## src/rtl/vend_pkg.sv

```systemverilog
// rtl/vend_pkg.sv - shared types and sizes for the vending transaction controller
package vend_pkg;

    localparam int ITEM_W    = 2;
    localparam int STOCK_W   = 4;
    localparam int NUM_ITEMS = 4;

    typedef enum logic [2:0] {
        S_IDLE,
        S_COLLECT,
        S_CHECK,
        S_VEND,
        S_CHANGE
    } vend_state_t;

endpackage

```

## src/rtl/vend_controller_stock_bank.sv

```systemverilog
// rtl/vend_controller_stock_bank.sv - per-item saturating stock counters with reload
module stock_bank
    import vend_pkg::*;
#(
    parameter logic [STOCK_W-1:0] INIT_STOCK = 4'd5
) (
    input  logic               clk,
    input  logic               rst_n,
    input  logic               restock,
    input  logic               dec_en,
    input  logic [ITEM_W-1:0]  dec_item,
    input  logic [ITEM_W-1:0]  rd_item,
    output logic [STOCK_W-1:0] rd_level
);

    logic [STOCK_W-1:0] stock_q [NUM_ITEMS];
    logic [STOCK_W-1:0] stock_d [NUM_ITEMS];

    // A reload in the same cycle as a sale wins over the decrement.
    always_comb begin
        for (int i = 0; i < NUM_ITEMS; i++) begin
            stock_d[i] = stock_q[i];
            if (restock) begin
                stock_d[i] = INIT_STOCK;
            end else if (dec_en && (dec_item == ITEM_W'(i)) && (stock_q[i] != '0)) begin
                stock_d[i] = stock_q[i] - STOCK_W'(1);
            end
        end
    end

    always_ff @(posedge clk) begin
        for (int i = 0; i < NUM_ITEMS; i++) begin
            if (!rst_n) begin
                stock_q[i] <= INIT_STOCK;
            end else begin
                stock_q[i] <= stock_d[i];
            end
        end
    end

    assign rd_level = stock_q[rd_item];

endmodule

```

## src/rtl/vend_controller.sv

```systemverilog
// rtl/vend_controller.sv - vending transaction controller; VEND_ESCROW_TIMEOUT_EN adds idle auto-refund
module vend_controller
    import vend_pkg::*;
#(
    parameter int                     CREDIT_W   = 8,
    parameter logic [CREDIT_W-1:0]    MAX_CREDIT = 8'd50,
    parameter logic [STOCK_W-1:0]     INIT_STOCK = 4'd5
`ifdef VEND_ESCROW_TIMEOUT_EN
    ,
    parameter int                     TIMEOUT_CYCLES = 1000
`endif
) (
    input  logic                clk,
    input  logic                rst_n,
    input  logic                coin_valid,
    input  logic [CREDIT_W-1:0] coin_value,
    output logic                coin_reject,
    input  logic                select_valid,
    input  logic [ITEM_W-1:0]   item_select,
    input  logic                cancel,
    input  logic                restock,
    output logic [ITEM_W-1:0]   item_sel_out,
    output logic [STOCK_W-1:0]  stock_level_out,
    input  logic [CREDIT_W-1:0] price_in,
    output logic                dispense_valid,
    output logic [ITEM_W-1:0]   dispense_item,
    input  logic                dispense_ready,
    output logic                change_valid,
    output logic [CREDIT_W-1:0] change_amount,
    input  logic                change_ready,
    output logic [CREDIT_W-1:0] credit,
    output logic                sold_out,
    output logic                insufficient
);

    vend_state_t         state_q, state_d;
    logic [CREDIT_W-1:0] credit_q, credit_d;
    logic [ITEM_W-1:0]   item_q, item_d;
    logic                coin_reject_q, coin_reject_d;
    logic                sold_out_q, sold_out_d;
    logic                insufficient_q, insufficient_d;
    logic                dec_en;
    logic [STOCK_W-1:0]  stock_level;
    logic [CREDIT_W:0]   coin_sum;

`ifdef VEND_ESCROW_TIMEOUT_EN
    localparam int TIMER_W = $clog2(TIMEOUT_CYCLES + 1);
    logic [TIMER_W-1:0] timer_q, timer_d;
`endif

    stock_bank #(.INIT_STOCK(INIT_STOCK)) u_stock_bank (
        .clk      (clk),
        .rst_n    (rst_n),
        .restock  (restock),
        .dec_en   (dec_en),
        .dec_item (item_q),
        .rd_item  (item_q),
        .rd_level (stock_level)
    );

    // Extra carry bit so an overflowing coin is caught instead of wrapping.
    assign coin_sum = {1'b0, credit_q} + {1'b0, coin_value};

    always_comb begin
        state_d        = state_q;
        credit_d       = credit_q;
        item_d         = item_q;
        coin_reject_d  = 1'b0;
        sold_out_d     = 1'b0;
        insufficient_d = 1'b0;
        dec_en         = 1'b0;
`ifdef VEND_ESCROW_TIMEOUT_EN
        timer_d        = '0;
`endif
        case (state_q)
            S_IDLE, S_COLLECT: begin
                if (cancel && (credit_q != '0)) begin
                    state_d       = S_CHANGE;
                    coin_reject_d = coin_valid;
                end else begin
                    if (coin_valid) begin
                        if (coin_sum <= {1'b0, MAX_CREDIT}) begin
                            credit_d = coin_sum[CREDIT_W-1:0];
                        end else begin
                            coin_reject_d = 1'b1;
                        end
                    end
                    if (select_valid) begin
                        item_d  = item_select;
                        state_d = S_CHECK;
                    end else begin
                        state_d = (credit_d != '0) ? S_COLLECT : S_IDLE;
                    end
                end
`ifdef VEND_ESCROW_TIMEOUT_EN
                if ((state_q == S_COLLECT) && !coin_valid && !select_valid && !cancel) begin
                    timer_d = timer_q + TIMER_W'(1);
                    if (timer_q == TIMER_W'(TIMEOUT_CYCLES - 1)) begin
                        state_d = S_CHANGE;
                        timer_d = '0;
                    end
                end
`endif
            end
            S_CHECK: begin
                coin_reject_d = coin_valid;
                if (stock_level == '0) begin
                    sold_out_d = 1'b1;
                    state_d    = (credit_q != '0) ? S_COLLECT : S_IDLE;
                end else if (credit_q < price_in) begin
                    insufficient_d = 1'b1;
                    state_d        = (credit_q != '0) ? S_COLLECT : S_IDLE;
                end else begin
                    credit_d = credit_q - price_in;
                    dec_en   = 1'b1;
                    state_d  = S_VEND;
                end
            end
            S_VEND: begin
                coin_reject_d = coin_valid;
                if (dispense_ready) begin
                    state_d = (credit_q != '0) ? S_CHANGE : S_IDLE;
                end
            end
            S_CHANGE: begin
                coin_reject_d = coin_valid;
                if (change_ready) begin
                    credit_d = '0;
                    state_d  = S_IDLE;
                end
            end
            default: state_d = S_IDLE;
        endcase
    end

    always_ff @(posedge clk) begin
        if (!rst_n) begin
            state_q        <= S_IDLE;
            credit_q       <= '0;
            item_q         <= '0;
            coin_reject_q  <= 1'b0;
            sold_out_q     <= 1'b0;
            insufficient_q <= 1'b0;
        end else begin
            state_q        <= state_d;
            credit_q       <= credit_d;
            item_q         <= item_d;
            coin_reject_q  <= coin_reject_d;
            sold_out_q     <= sold_out_d;
            insufficient_q <= insufficient_d;
        end
    end

`ifdef VEND_ESCROW_TIMEOUT_EN
    always_ff @(posedge clk) begin
        if (!rst_n) begin
            timer_q <= '0;
        end else begin
            timer_q <= timer_d;
        end
    end
`endif

    assign item_sel_out    = item_q;
    assign stock_level_out = stock_level;
    assign dispense_valid  = (state_q == S_VEND);
    assign dispense_item   = item_q;
    assign change_valid    = (state_q == S_CHANGE);
    assign change_amount   = credit_q;
    assign credit          = credit_q;
    assign coin_reject     = coin_reject_q;
    assign sold_out        = sold_out_q;
    assign insufficient    = insufficient_q;

endmodule

```

## config.mk

```make
export PLATFORM = sky130hd
export DESIGN_NAME = vend_controller
export DESIGN_NICKNAME = d
export VERILOG_FILES = /design/src/rtl/vend_pkg.sv /design/src/rtl/vend_controller_stock_bank.sv /design/src/rtl/vend_controller.sv
export SDC_FILE = /design/constraint.sdc
export NUM_CORES = 1
export LEC_CHECK = 0
export ABC_AREA = 1
export BUFFER_PORTS_ARGS = -buffer_cell sky130_fd_sc_hd__buf_2
export CAP_MARGIN = 25
export CORE_MARGIN = 3
export CORE_UTILIZATION = 35
export DETAILED_ROUTE_END_ITERATION = 8
export GPL_TIMING_DRIVEN = 0
export PLACE_DENSITY = 0.57
export SYNTH_ARGS = -nofsm -noshare
export SYNTH_HDL_FRONTEND = slang
export SYNTH_SLANG_ARGS = --single-unit
```

## constraint.sdc

```tcl
create_clock -name clk -period 2.2 [get_ports clk]
set_clock_uncertainty 0.05 [all_clocks]
set_input_delay 0.44 -clock clk [delete_from_list [all_inputs] [get_ports clk]]
set_output_delay 0.44 -clock clk [all_outputs]
set_load 0.01 [all_outputs]
```

; Word level (Yosys, flattened, before mapping)
; Memories as Yosys holds them, arrays and structs flattened. A register that Yosys moved wholly into a read port is not among the register bits.
; Cells that the tools add are included.
[classes]
n_bitwise = 7
addsub = 6
n_mux = 44
n_lt_le_gt_ge = 2
eq_ne = 12
n_reduce_logical = 26
[op_table]
columns = operator, count
row1 = 8-bit two-way mux, 8
row2 = 4-bit two-way mux, 12
row3 = 8-bit one-hot mux with 3 select lines, 1
row4 = 4-bit nonzero test, 4
row5 = 8-bit nonzero test, 2
row6 = 4-bit by 1-bit subtractor with 4-bit output (second input constant), 4
row7 = 1-bit two-way mux, 12
row8 = 3-bit two-way mux, 4
row9 = 3-bit one-hot mux with 4 select lines, 1
row10 = 2-bit two-way mux, 5
row11 = 8-bit by 8-bit adder with 9-bit output, 1
row12 = 9-bit by 6-bit <= comparator with 1-bit output (second input constant), 1
row13 = 1-bit logical AND, 9
row14 = 8-bit < comparator, 1
row15 = 8-bit subtractor, 1
row16 = 3-bit by 2-bit equality test with 1-bit output (second input constant), 2
row17 = 2-bit != test (second input constant), 3
row18 = 3-bit OR reduction, 2
row19 = 5-bit AND reduction, 1
row20 = 2-bit equality test (second input constant), 2
row21 = 4-bit logical NOT, 1
row22 = 2-bit by 1-bit != test with 1-bit output (second input constant), 2
row23 = 1-bit OR, 4
row24 = 2-bit AND reduction, 2
row25 = other kinds (10), 12
[totals]
input_bits = 26
ff_bits = 16
ram_bits = 16
output_inout_bits = 29
mem_count = 1
[mem_list]
columns = name, depth, width, read_ports, rd_ports_with_merged_regs, wr, line
row1 = u_stock_bank.stock_q, 4, 4, 5, 1, 4, vend_controller_stock_bank.sv:16  ; logic [STOCK_W-1:0] stock_q [NUM_ITEMS];

; Depth between registers and ports, before layout
[depth]
depth_word = 11
ltp_mapped = 20
mapped_depth_nobuf = 20

; By module
; A second synthesis with hierarchy kept.
[hier_totals]
cells_unflattened = 462
area_unflattened_um2 = 2887.8
[by_module_without_submodules]
columns = module, seq_area_each_um2, area_each_um2, n_inst, cells_each
row1 = vend_controller, 320.3, 1875.5, 1, 302
row2 = stock_bank, 320.3, 1012.2, 1, 160

; Worst setup path after synthesis
; No wires, ideal clock.
[synth_timing]
path_kind = input port to flip-flop
start = input port coin_value[0]
end = register state_q[0]
arrival_ns = 2.254
required_time_ns = 2.041
slack_ns = -0.212
n_path_buf = 0
stages = 18
setup_time_ns = 0.109
cell_sequence = ha_1 -> inv_1 -> fa_1 -> nand3b_1 -> nand2_2 -> nand2_1 -> nand3_1 -> nand2_2 -> nor2_8 -> nand3_4 -> nand2_1 -> nand2_1 -> nor2_1 -> nand2_1 -> nand2_1 -> nand3_1 -> nand2_1 -> inv_1
[synth_between]
elab_chain_cells = 11
[synth_rtl]
columns = element, line
row1 = start: declaration, vend_controller.sv:16  ; input logic [CREDIT_W-1:0] coin_value,
row2 = 8-bit by 8-bit adder with 9-bit output *, vend_controller.sv:62  ; assign coin_sum = {1'b0, credit_q} + {1'b0, coin_value};
row3 = 9-bit by 6-bit <= comparator with 1-bit output, vend_controller.sv:82  ; if (coin_sum <= {1'b0, MAX_CREDIT}) begin
row4 = 8-bit two-way mux *, vend_controller.sv:82
row5 = 8-bit two-way mux *, vend_controller.sv:81  ; if (coin_valid) begin
row6 = 8-bit two-way mux *, vend_controller.sv:77  ; if (cancel && (credit_q != '0)) begin
row7 = 8-bit two-way mux *, vend_controller.sv:75  ; case (state_q)
row8 = 8-bit nonzero test *, vend_controller.sv:92  ; state_d = (credit_d != '0) ? S_COLLECT : S_IDLE;
row9 = 1-bit two-way mux *, vend_controller.sv:92
row10 = 2-bit two-way mux *, vend_controller.sv:88  ; if (select_valid) begin
row11 = 3-bit two-way mux *, vend_controller.sv:77
row12 = 3-bit one-hot mux with 4 select lines *, vend_controller.sv:75
row13 = end signal: assignment, vend_controller.sv:145  ; state_q <= state_d;
row14 = end: declaration, vend_controller.sv:36  ; vend_state_t state_q, state_d;
; Mark *: on every way between the ends. The rest lies on a longest branch, timed or not. The select of a mux whose other input is x is not followed.
; A chain may end at the register's enable or synchronous reset.

; Worst setup path in the final report
[layout_timing]
start = register credit_q[0], in the netlist change_amount[0]
end = register credit_q[3], in the netlist change_amount[3]
[layout_between]
elab_chain_cells = 8
word_cells_on_any_way = 17
[layout_rtl]
columns = element, line
row1 = start: declaration, vend_controller.sv:37  ; logic [CREDIT_W-1:0] credit_q, credit_d;
row2 = start signal: assignment, vend_controller.sv:146  ; credit_q <= credit_d;
row3 = 8-bit by 8-bit adder with 9-bit output, vend_controller.sv:62
row4 = 9-bit by 6-bit <= comparator with 1-bit output, vend_controller.sv:82
row5 = 8-bit two-way mux, vend_controller.sv:82
row6 = 8-bit two-way mux, vend_controller.sv:81
row7 = 8-bit two-way mux, vend_controller.sv:77
row8 = 8-bit two-way mux, vend_controller.sv:75
row9 = 8-bit two-way mux, vend_controller.sv:77
row10 = 8-bit one-hot mux with 3 select lines, vend_controller.sv:75
; Parallel ways exist; a longest one is shown, timed or not. The select of a mux whose other input is x is not followed.

==> results by group <==
Synth
  – Leading post-synthesis cells by cell area: dfxtp_1 (24%), inv_1 (12%), nand2_1 (12%)
  – Yosys top cell area share: 0.242
  – Cell taking the most area after synthesis: dfxtp_1
  – Average cell area after synthesis: 6.52 sq um
  – FFs w/ async S/R, synth: 0
  – Synth warnings: 0
  – Cells after synthesis: 431
  – Number of flops mapped to enable cells by yosys: 0
  – Predominant post-synthesis flop cell: dfxtp_1
  – Mapped Nets: 479
  – Yosys cell types: 41
  – Sequential share of the synthesized area: 0.242
  – Post-synthesis cell area: 0.00281 sq mm
  – Synthesized flop and latch total: 34

Power and ir drop
  – Sw Pwr: 1.85 mW
  – Comb pwr share: 0.650
  – Clock Power Share: 0.124
  – Worst VDD drop: 0.569 mV
  – Net Sw Frac: 0.473
  – Internal power: 2.06 mW
  – Register share of total power: 0.226
  – Tot Pwr: 3.91 mW
  – P per Cell Area: 979 mW/mm^2
  – Lkg Pwr: 2.04 nW

Floorplanning
  – Ports: 55
  – Die outline area: 0.00914 sq mm
  – Die width: 95.6 um
  – Initial core utilization: 0.362
  – Core ar.: 0.00777 sq mm
  – Row Count: 32
  – Die height: 95.6 um

GRT
  – Largest net degree at the start of global routing: 12
  – Tot GR Track Use: 0.171
  – Initial antenna violation count: 0
  – Global-route wire length before repair: 12600 um
  – Vias in the first global route: 2728
  – Remaining global-route overflow: 0

Worst setup path
  – Crit end category: register
  – Family with the most delay on the worst path: simple AND/OR/NAND/NOR gates
  – Slowest-stage cell, CP: dfxtp_4
  – Start of the worst register-to-register path: change_amount[0]$_SDFFE_PN0P_
  – Critical-path cell list: inv_4, ha_4, inv_4, fa_2, nand3_2, nand3_4, nand2_2, nand2_2, a21oi_2, nor2_2, o21ai_1, nand2_1, nand2_4, nand2_4, nand2_8, buf_6, a21oi_2, o21ai_1, inv_1
  – R2r setup slk: -0.28 ns
  – Reg2reg path depth: 19
  – CP max stage delay: 0.37 ns
  – Crit path capture: change_amount[3]$_SDFFE_PN0P_
  – Reg-to-Reg End: change_amount[3]$_SDFFE_PN0P_
  – Worst path depth: 19
  – Largest fanout on the critical path: 6
  – Worst setup path start: change_amount[0]$_SDFFE_PN0P_
  – Setup CP Type: register to register
  – Critical Path AT: 2.60 ns
  – Worst path bufs/invs: 4
  – CP required: 2.33 ns
  – CP Launch Type: register

Timing
  – RSZ-0062 raised after global routing: yes
  – Slew margin rel.: 0.159
  – Slew @ Worst Pin: 1.25 ns
  – Maximum operating frequency: 404 MHz
  – Final Max Tran Viols: 0
  – Setup ws final: -0.277 ns
  – Setup violations, final: 26
  – Final worst path period share: 1.13
  – Final Hold Slack: 0.408 ns
  – Final TNS setup: -5.96 ns
  – Final hold viol count: 0
  – Final min period: 2.48 ns

CTS
  – Clk slew on worst S/H paths: 0.07 ns
  – Root Driver: clkbuf_8
  – CTS Hold Bufs: 0
  – CTS tree: built
  – Clk_lat worst skew: 0.28 ns
  – Clock sink count: 34
  – CTS buffer count: 5
  – Clock tree buffer depth: 2
  – H-tree Lvls: 2

Outcome
  – Status: finished with violations
  – Failing checks: negative setup slack

Detailed routing
  – Vias: 3006
  – Detailed Route WL: 8120 um
  – DRC Markers: 0
  – DRT Pass-1 Iters: 4
  – Post-route ant nets: 0
  – Vias per std cell: 4.86
  – WL/cell: 13.1 um
  – Iter 0 DRT Violations: 139

Placed design
  – Total placed cells including tap cells: 586
  – Final GP Congestion: 0.891
  – Placement Cell Area: 0.00326 sq mm
  – Pre-CTS setup slack: -0.489 ns
  – Dpl hpwl: 5630 um
  – Port bufs: 53

Final layout
  – Number of diodes: 0
  – Layout cell share with drive strength beyond 1: 0.403
  – Nets: 563
  – Finished Layout Cells: 618
  – Layout Utilization: 0.514
  – Layout area overhead: 42.1%
  – Cell area after layout: 0.00399 sq mm

Hold path
  – Hold crit path type: input pin to register
  – HP Start: rst_n

Flow run
  – Max-Cap Viols: 0
[cell families (layout without fill, tap and decap cells)]
family / Yosys count / in the layout / synth area share
buf+inv: 110 / 195 / 0.169
fa+ha+maj: 22 / 22 / 0.103
simple gates: 181 / 181 / 0.308
flops: 34 / 34 / 0.242
xor+xnor: 6 / 6 / 0.0214
compound gates: 78 / 78 / 0.157
[worst reg2reg max path, cell delays in order (launching register included)]
cell	delay, ns
dfxtp_4	0.37
inv_4	0.07
ha_4	0.13
inv_4	0.03
fa_2	0.34
nand3_2	0.10
nand3_4	0.09
nand2_2	0.07
nand2_2	0.05
a21oi_2	0.16
nor2_2	0.05
o21ai_1	0.11
nand2_1	0.11
nand2_4	0.13
nand2_4	0.08
nand2_8	0.12
buf_6	0.13
a21oi_2	0.05
o21ai_1	0.09
inv_1	0.05
[power groups by stage]
stage | clock network (mW) | registers, mW | logic (mW)
detailed placement | 0 | 0.873 | 1.94
finish | 0.486 | 0.884 | 2.54
CTS | 0.503 | 0.865 | 2.25
floorplan | 0 | 0.851 | 1.47
global route | 0.531 | 0.902 | 2.82
global placement | 0 | 0.871 | 1.93
[placed cells by master, fill, tap and decap left out, drive strengths merged, types with 7 or more instances in the layout]
cell type / n
nor2: 29
clkbuf: 7
ha: 20
inv: 95
dfxtp: 34
a21oi: 34
nand4: 9
o21ai: 30
buf: 91
nand2: 100
nand3: 31
[cell usage after synthesis (2+ instances only)]
master and number:
fa_1 2, nor4_1 2, nor2_1 26, nand2_1 93, nand3_2 4, nand3_1 25
a32oi_1 4, a21oi_1 32, a21oi_2 2, or2_2 3, nand3_4 2, nand4_1 8
o21ai_1 2, ha_1 20, o21ai_0 28, buf_6 3, nand2_2 7, dfxtp_1 34
a211oi_1 2, buf_4 10, inv_1 93, o211ai_1 3, xor2_1 4, nor3_1 5
[flip-flops by register name, summed over array words and instances (netlist names), named ones only]
register and count:
insufficient 1, state_q 3, coin_reject 1, u_stock_bank.stock_q 16
sold_out 1, change_amount 8, dispense_item 2
[what timing repair did]
| item | CTS | global route |
|---|---|---|
| gates resized for setup | 61 | 61 |
| buffers inserted | 17 | 8 |
| setup endpoints to repair | 27 | 28 |
| pin swaps | 22 | 19 |
| cloned | 2 | 0 |
[worst min-delay path by stage]
stage / slack [ns] / end / cells after the start
after detailed placement: 0.43 / u_stock_bank.stock_q[0][0]$_SDFFE_PP1P_ / 2
after global placement: 0.42 / u_stock_bank.stock_q[0][0]$_SDFFE_PP1P_ / 2
after global routing: 0.41 / state_q[1]$_SDFFE_PN0P_ / 3
final: 0.41 / state_q[0]$_SDFFE_PN0P_ / 3
after floorplan: 0.40 / u_stock_bank.stock_q[0][0]$_SDFFE_PP1P_ / 2
after CTS: 0.39 / state_q[2]$_SDFFE_PN0P_ / 4
[layout make-up]
cell class / count / area [sq um]
Buffer: 15 / 118
Clock buffer: 6 / 82.6
Clock inverter: 2 / 11.3
Fill cell: 798 / 3770
Inverter: 95 / 362
Multi-Input combinational cell: 287 / 2090
Sequential cell: 34 / 698
Tap cell: 102 / 128
Timing Repair Buffer: 77 / 504
[metal layers]
layer	global-route usage	up-vias	wire length (um)
met1	0.246	1355	3860
met2	0.261	80	3650
met5	0	-	0
li1	-	1553	-
met4	0.0509	0	188
met3	0.0276	18	419
(Power assumes the default switching activity.)
